[src/rtl/btn_conditioner.sv]
// -----------------------------------------------------------------------------
// btn_conditioner
//
// Front-end conditioner for the stopwatch push-buttons. Each raw, bouncy,
// asynchronous button pin is passed through a 2-flop synchroniser and a
// debounce FSM. The block produces a clean level plus single-cycle press and
// release pulses per channel. In the stopwatch, btn_press[0] is start/stop and
// btn_press[1] is reset.
//
// Optional feature (compile-time macro BTN_REPEAT_EN): while a button is held,
// extra btn_press pulses are emitted after REPEAT_DELAY cycles and then every
// REPEAT_PERIOD cycles. Without the macro no repeat logic is built.
//
// Parameters:
//   N_BTN           number of independent button channels
//   DEBOUNCE_CYCLES stable synchronised samples needed to accept a change (>=2)
//   REPEAT_DELAY    cycles held before the first auto-repeat pulse
//   REPEAT_PERIOD   cycles between subsequent auto-repeat pulses
//
// Ports:
//   clk          system clock, rising edge
//   rst_n        asynchronous active-low reset
//   btn_in       raw button pins, active-high, asynchronous to clk
//   btn_level    debounced button state (registered)
//   btn_press    one-cycle pulse per accepted press / auto-repeat (registered)
//   btn_release  one-cycle pulse per accepted release (registered)
// -----------------------------------------------------------------------------
module btn_conditioner #(
  parameter int N_BTN           = 2,
  parameter int DEBOUNCE_CYCLES = 500000,
  parameter int REPEAT_DELAY    = 50000000,
  parameter int REPEAT_PERIOD   = 10000000
) (
  input  logic             clk,
  input  logic             rst_n,
  input  logic [N_BTN-1:0] btn_in,
  output logic [N_BTN-1:0] btn_level,
  output logic [N_BTN-1:0] btn_press,
  output logic [N_BTN-1:0] btn_release
);

  localparam int CW = $clog2(DEBOUNCE_CYCLES + 1);
  localparam logic [CW-1:0] CNT_LAST = CW'(DEBOUNCE_CYCLES - 1);
  localparam logic [CW-1:0] CNT_ONE  = CW'(1'b1);
  localparam logic [CW-1:0] CNT_ZERO = '0;

  typedef enum logic [1:0] {
    IDLE      = 2'd0,
    ARMING    = 2'd1,
    PRESSED   = 2'd2,
    DISARMING = 2'd3
  } state_t;

  // Reject parameter sets the counters cannot represent.
  if (DEBOUNCE_CYCLES < 2 || REPEAT_DELAY < 1 || REPEAT_PERIOD < 1) begin : g_param_check
    $error("btn_conditioner: DEBOUNCE_CYCLES must be >= 2 and repeat timings >= 1");
  end

  for (genvar g = 0; g < N_BTN; g++) begin : g_chan
    logic          sync1_r;
    logic          sync2_r;
    state_t        state_r;
    state_t        state_s;
    logic [CW-1:0] cnt_r;
    logic [CW-1:0] cnt_s;
    logic          level_r;
    logic          level_s;
    logic          press_r;
    logic          press_s;
    logic          release_r;
    logic          release_s;
    logic          rpt_pulse_s;

    // Two-flop synchroniser for the asynchronous button pin.
    always_ff @(posedge clk or negedge rst_n) begin
      if (!rst_n) begin
        sync1_r <= 1'b0;
        sync2_r <= 1'b0;
      end else begin
        sync1_r <= btn_in[g];
        sync2_r <= sync1_r;
      end
    end

    // Debounce FSM: next state, counter and output-event decode from s2 only.
    always_comb begin
      state_s   = state_r;
      cnt_s     = cnt_r;
      level_s   = level_r;
      press_s   = 1'b0;
      release_s = 1'b0;
      case (state_r)
        IDLE: begin
          if (sync2_r) begin
            state_s = ARMING;
            cnt_s   = CNT_ONE;
          end else begin
            state_s = IDLE;
          end
        end
        ARMING: begin
          if (!sync2_r) begin
            // Glitch rejected: fall back quietly.
            state_s = IDLE;
            cnt_s   = CNT_ZERO;
          end else if (cnt_r == CNT_LAST) begin
            state_s = PRESSED;
            cnt_s   = CNT_ZERO;
            level_s = 1'b1;
            press_s = 1'b1;
          end else begin
            cnt_s = cnt_r + CNT_ONE;
          end
        end
        PRESSED: begin
          if (!sync2_r) begin
            state_s = DISARMING;
            cnt_s   = CNT_ONE;
          end else begin
            state_s = PRESSED;
          end
        end
        DISARMING: begin
          if (sync2_r) begin
            // Short low glitch while held: stay pressed, no pulse.
            state_s = PRESSED;
            cnt_s   = CNT_ZERO;
          end else if (cnt_r == CNT_LAST) begin
            state_s   = IDLE;
            cnt_s     = CNT_ZERO;
            level_s   = 1'b0;
            release_s = 1'b1;
          end else begin
            cnt_s = cnt_r + CNT_ONE;
          end
        end
        default: begin
          state_s = IDLE;
          cnt_s   = CNT_ZERO;
          level_s = 1'b0;
        end
      endcase
    end

`ifdef BTN_REPEAT_EN
    localparam int RPT_MAX = (REPEAT_DELAY > REPEAT_PERIOD) ? REPEAT_DELAY : REPEAT_PERIOD;
    localparam int RW      = $clog2(RPT_MAX + 1);
    localparam logic [RW-1:0] RPT_DELAY_LAST  = RW'(REPEAT_DELAY - 1);
    localparam logic [RW-1:0] RPT_PERIOD_LAST = RW'(REPEAT_PERIOD - 1);
    localparam logic [RW-1:0] RPT_ONE         = RW'(1'b1);

    logic [RW-1:0] rpt_cnt_r;
    logic [RW-1:0] rpt_cnt_s;
    logic          rpt_first_r;
    logic          rpt_first_s;
    logic [RW-1:0] rpt_last_s;

    // Auto-repeat timer: runs only while staying in PRESSED; any entry or exit
    // restarts it, and the first interval uses the longer delay.
    always_comb begin
      rpt_cnt_s   = rpt_cnt_r;
      rpt_first_s = rpt_first_r;
      rpt_pulse_s = 1'b0;
      rpt_last_s  = rpt_first_r ? RPT_DELAY_LAST : RPT_PERIOD_LAST;
      if (state_r == PRESSED && state_s == PRESSED) begin
        if (rpt_cnt_r == rpt_last_s) begin
          rpt_pulse_s = 1'b1;
          rpt_cnt_s   = '0;
          rpt_first_s = 1'b0;
        end else begin
          rpt_cnt_s = rpt_cnt_r + RPT_ONE;
        end
      end else begin
        rpt_cnt_s   = '0;
        rpt_first_s = 1'b1;
      end
    end

    // Auto-repeat timer registers.
    always_ff @(posedge clk or negedge rst_n) begin
      if (!rst_n) begin
        rpt_cnt_r   <= '0;
        rpt_first_r <= 1'b1;
      end else begin
        rpt_cnt_r   <= rpt_cnt_s;
        rpt_first_r <= rpt_first_s;
      end
    end
`else
    assign rpt_pulse_s = 1'b0;
`endif

    // FSM state, debounce counter and registered outputs.
    always_ff @(posedge clk or negedge rst_n) begin
      if (!rst_n) begin
        state_r   <= IDLE;
        cnt_r     <= CNT_ZERO;
        level_r   <= 1'b0;
        press_r   <= 1'b0;
        release_r <= 1'b0;
      end else begin
        state_r   <= state_s;
        cnt_r     <= cnt_s;
        level_r   <= level_s;
        press_r   <= press_s | rpt_pulse_s;
        release_r <= release_s;
      end
    end

    assign btn_level[g]   = level_r;
    assign btn_press[g]   = press_r;
    assign btn_release[g] = release_r;
  end

endmodule

[config.mk]
export PLATFORM = sky130hd
export DESIGN_NAME = btn_conditioner
export DESIGN_NICKNAME = d
export VERILOG_FILES = /design/src/rtl/btn_conditioner.sv
export SDC_FILE = /design/constraint.sdc
export NUM_CORES = 1
export LEC_CHECK = 0
export CAP_MARGIN = 20
export CORE_MARGIN = 2
export CORE_UTILIZATION = 45
export DETAILED_ROUTE_END_ITERATION = 12
export HOLD_SLACK_MARGIN = 0.12
export PLACE_DENSITY = 0.63
export SYNTH_ARGS = -nofsm -noshare
export SYNTH_HDL_FRONTEND = slang
export SYNTH_SLANG_ARGS = --single-unit
export TNS_END_PERCENT = 100
[constraint.sdc]
create_clock -name clk -period 2.35 [get_ports clk]
set_clock_uncertainty 0.15 [all_clocks]
set_input_delay 0.3525 -clock clk [delete_from_list [all_inputs] [get_ports clk]]
set_output_delay 0.3525 -clock clk [all_outputs]
set_load 0.01 [all_outputs]
Word-level counts from Yosys, hierarchy flattened

Cells that the tools add are included.

Memory bits (writable): 0
Output and inout port bits: 6
Bits in latches: 0
Memories kept: 0
Input port bits: 4
Memory bits (read-only): 0
Logic and storage cells: 96
Register bits: 52

Shift operators: 0
Order comparisons: 0
Div/mod/pow operators: 0
Multipliers: 0
Eq/ne operators: 24
Multiplexer cells: 46
Add/sub/neg operators: 2
Reductions and logical operators: 10
Bitwise logic cells: 0

Operators by type and width:

| kind                    | count |
|---|---|
| $mux W19                | 10 |
| $pmux W19 S4            | 2 |
| $add A19 B1 Y19 const B | 2 |
| $eq A19 B19 Y1 const B  | 2 |
| $ne A2 B2 Y1 const B    | 12 |
| $mux W1                 | 22 |
| $mux W2                 | 8 |
| $pmux W2 S4             | 2 |
| $ne A3 B3 Y1 const B    | 4 |
| $reduce_and A5 Y1       | 2 |
| $eq A2 B2 Y1 const B    | 4 |
| $reduce_and A2 Y1       | 4 |
| $eq A2 B1 Y1 const B    | 2 |
| $logic_not A2 Y1        | 2 |
| $pmux W1 S2             | 2 |
| $reduce_bool A2 Y1      | 2 |

Depth between registers and ports, before layout

Depth after elaboration: 4
Gate-level depth with buffers: 7
Gate-level depth less buffers: 6

Least setup slack after synthesis

OpenSTA, ideal clock, no wires.

Path type: register -> register
Start point: reg g_chan[0].cnt_r[0]
End point: reg g_chan[0].cnt_r[10]
Buffers on the path: 1
Data arrival time: 1784 ps
Data required time: 2079 ps
Stages on the path, launching flop included: 8
Clock period less this slack: 2055 ps
Library setup time: 121 ps
Slack: 295 ps
Cell sequence: dfrtp_1 > ha_1 > nand4_1 > nor4_1 > a21oi_2 > nor2_1 > buf_2 > nor2_1

Cells in the longest elaborated chain, start to end: 4
Elaborated cells on any way between the ends: 6
Those cells by class: 1 x add/sub; 1 x eq/ne; 4 x mux

Ends and longest elaborated chain:

| what                                                     | RTL line | source |
|---|---|---|
| start, declared                                          | 64       | `logic [CW-1:0] cnt_r;` |
| start signal, assigned                                   | 203      | `cnt_r <= cnt_s;` |
| $add A19 B1 Y19 / $eq A19 B19 Y1 (equally long branches) | -        |  |
| $mux W19 (*)                                             | 106, 128 |  |
| $mux W19 (on tied branches)                              | 124, 102 |  |
| $pmux W19 S4 (*)                                         | 92       | `case (state_r)` |

Every way passes the cells marked *; elsewhere a longest branch is shown, timed or not.
A chain may end at the register's enable or synchronous reset.

Final worst setup path

Start point: reg g_chan[1].cnt_r[6]
End point: reg g_chan[1].cnt_r[17]

Cells in the longest elaborated chain, start to end: 4
Elaborated cells on any way between the ends: 6
Those cells by class: 1 x add/sub; 1 x eq/ne; 4 x mux

Ends and longest elaborated chain:

| what                                                     | RTL line |
|---|---|
| start, declared                                          | 64 |
| start signal, assigned                                   | 203 |
| $add A19 B1 Y19 / $eq A19 B19 Y1 (equally long branches) | - |
| $mux W19 (*)                                             | 106, 128 |
| $mux W19 (on tied branches)                              | 124, 102 |
| $pmux W19 S4 (*)                                         | 92 |

Marked as above.

==> impl_metrics.toml <==
[critical_path]
rrSetupSlack_ns = 0.17
reg2regPathDepth = 5
regToRegStartpoint = "g_chan[1].cnt_r[6]"
critPathBufInv = 0
critPathMaxStageDelay_ns = 0.57
cp_slowest_cell = "or4_4"
crit_required_ns = 2.40
worstPathArrival_ns = 2.23
cp-end-kind = "flop"
crit_family = "simple AND/OR/NAND/NOR gates"
path_cells = "or4_4, nor3_4, a21o_2, o21ai_0, a22o_1"
worstPathMaxFanout = 8
worstSetupStartpointType = "flop"
timing.rr.end = "g_chan[1].cnt_r[17]"
crit_type = "flop to flop"

[timing]
setup_slack_ns = 0.169
fmax_mhz = 458
rsz0062_at_grt = "no"
tightest_slew_ns = 0.652
finalCriticalPeriod_ns = 2.18
post-route-period-util_pct = 92.8
slew_violations = 0
fin_hold_ws_ns = 0.207
setup_tns_ns = 0
finalHoldViolations = 0
relSlewSlack_pct = 56.5
setup_violations = 0

[cells_and_area]
drive_above_1_share_pct = 8.68
antenna_cells = 0
multi_input_area_um2 = 1220
synthToLayoutAreaGrowth_pct = 11.4
fin_area_um2 = 2920
seq_area_um2 = 1300
final_cell_mix = "dfrtp_1, nor2_1, nand2_1, o21ai_0, nand3_1"
nets = 293
fillers = 529
layout.cells.most_common = "dfrtp_1"

[power]
pwr-share-clk_pct = 37.9
p_int_mw = 1.27
pwr-share-seq_pct = 56.0
switching_share_pct = 23.8
combPwrFrac_pct = 6.1
switchingPower_mw = 0.397
p_leak_nw = 1.21
power-per-cell-area_nw_per_um2 = 571
peakVddDrop_mv = 0.264

[clock_tree]
cts_tree = "built"
cts_buffers = 5
ctsLongestPathBuffers = 2
clkSlewWorstSetupHoldPaths_ns = 0.10
htreeDepth = 2
cts.sinks = 52
clk_latency_ns = 0.30
clock-root-buffer = "clkbuf_8"
post_cts_buffers = 0

[detailed_routing]
num_vias = 1986
dr.first_iter.drc_count = 113
drc = 0
wl_per_cell_um = 13.5
drt-pass1-iter-count = 4
finalWirelength_um = 4850
ant_nets = 0
via_per_inst = 5.52

[logic_synthesis]
synth-seq-cells = 52
syn_nets = 278
yosysTopAreaCell = "dfrtp_1"
syn_area_um2 = 2620
ys_async_sr_fraction_pct = 100
synth-seq-area-share_pct = 49.6
yosys.area.top_type_share_pct = 49.6
synth.area.top_cells = "dfrtp_1, nor2_1, xnor2_1"
syn_avg_cell_area_um2 = 9.64
synth_cells = 272
ys_types = 43
synth_ff_type = "dfrtp_1"
yosysWarnings = 0
synth_edf_count = 0

[floorplan]
io_pins = 10
core_um2 = 5570
rows = 27
die_w_um = 80.3
die-area_um2 = 6450
die_h_um = 80.3
initial_utilization_pct = 47.0

[placement]
place_area_um2 = 2790
dp_hpwl_um = 3240
place.gp.congestion = 0.789
post-place-ws_ns = 0.107
portBuffers = 9

[global_route]
gr-total-overflow = 0
grt_max_degree = 53
antenna_found_initial = 0
track_usage_pct = 17.1
grt_pass1_vias = 1884
grt_pass1_wl_um = 8790

[run_status]
status = "complete, no violations"

[run]
maxCapViolations = 0

[min_path]
hold_path_class = "flop to flop"
hold-path-endpoint = "g_chan[1].sync2_r"
hold_depth = 0
hp-start = "g_chan[1].sync1_r"
synth_stat cells (all sizes together), types with 5 or more instances:
library cell / count
dfrtp: 52
nor2: 30
nand2: 25
o21ai: 18
nand3: 15
nor3: 15
xnor2: 12
a21oi: 11
a21o: 10
nand4: 10
buf: 9
inv: 9
a22o: 7
a31oi: 6
nor4: 6
and2: 5
xor2: 5
cell type report:
cell class / instances / share of cell area [%]
repair buffers: 18 / 5.31
clock buffers: 5 / 2.36
well taps: 72 / 3.08
flip-flops and latches: 52 / 44.6
clock inverters: 3 / 1.59
inverters: 9 / 1.16
multi-input cells: 201 / 41.9
power groups by stage:
stage               Combinational (mW)  Sequential [mW]  Clock, mW
floorplan                       0.0610            0.946          0
global placement                0.0998            0.950          0
detailed placement               0.101            0.951          0
CTS                              0.103            0.933      0.652
global route                     0.119            0.938      0.691
finish                           0.101            0.934      0.632
sequential cells by signal (all words and copies together), names as in the netlist, named ones only:
name              count
g_chan.cnt_r         38
g_chan.level_r        2
g_chan.press_r        2
g_chan.release_r      2
g_chan.state_r        2
g_chan.sync1_r        2
g_chan.sync2_r        2
timing repair:
item	CTS	global route
hold buffers	1	0
gates resized for setup	0	1
hold endpoints to repair	52	0
setup endpoints to repair	0	5
cell families (layout without fill, tap and decap cells):
| group | count (synthesis) | in the layout | share of synthesized area (%) |
|---|---|---|---|
| fa+ha+maj | 2 | 2 | 0.954 |
| simple gates | 122 | 122 | 24.4 |
| xor+xnor | 17 | 17 | 5.96 |
| flops | 52 | 52 | 49.6 |
| mux | 2 | 2 | 0.763 |
| buf+inv | 19 | 35 | 3.96 |
| compound gates | 58 | 58 | 14.4 |
per-layer routing:
metal / global-route usage (%) / routed length (µm) / part of all wire, % / vias to the layer above
met5: 0 / 0 / 0 / -
met1: 25.3 / 2550 / 53 / 953
li1: - / - / - / 1004
met2: 25.2 / 2140 / 44 / 25
met3: 3.71 / 126 / 2.6 / 4
met4: 5.08 / 35 / 0.72 / 0
worst max path at each step:
stage | start | depth (start not counted) | end | slack [ns]
2_1_floorplan | g_chan[0].cnt_r[0] | 7 | g_chan[0].cnt_r[10] | 0.30
3_3_place_gp | g_chan[1].cnt_r[0] | 6 | g_chan[1].cnt_r[15] | 0.19
3_5_place_dp | g_chan[1].cnt_r[0] | 6 | g_chan[1].cnt_r[15] | 0.11
4_1_cts | g_chan[1].cnt_r[0] | 6 | g_chan[1].cnt_r[12] | 0.07
5_1_grt | g_chan[0].cnt_r[0] | 7 | g_chan[0].level_r | 0.003
6_report | g_chan[1].cnt_r[6] | 5 | g_chan[1].cnt_r[17] | 0.17
stage by stage:
step                utilization (%)  power (mW)  std cells
floorplan                         -        1.01        272
global placement               50.0        1.05        351
detailed placement             50.0        1.05        351
CTS                            52.3        1.69        360
global route                   52.4        1.75        360
finish                         52.4        1.67        360
(Power assumes the default switching activity.)
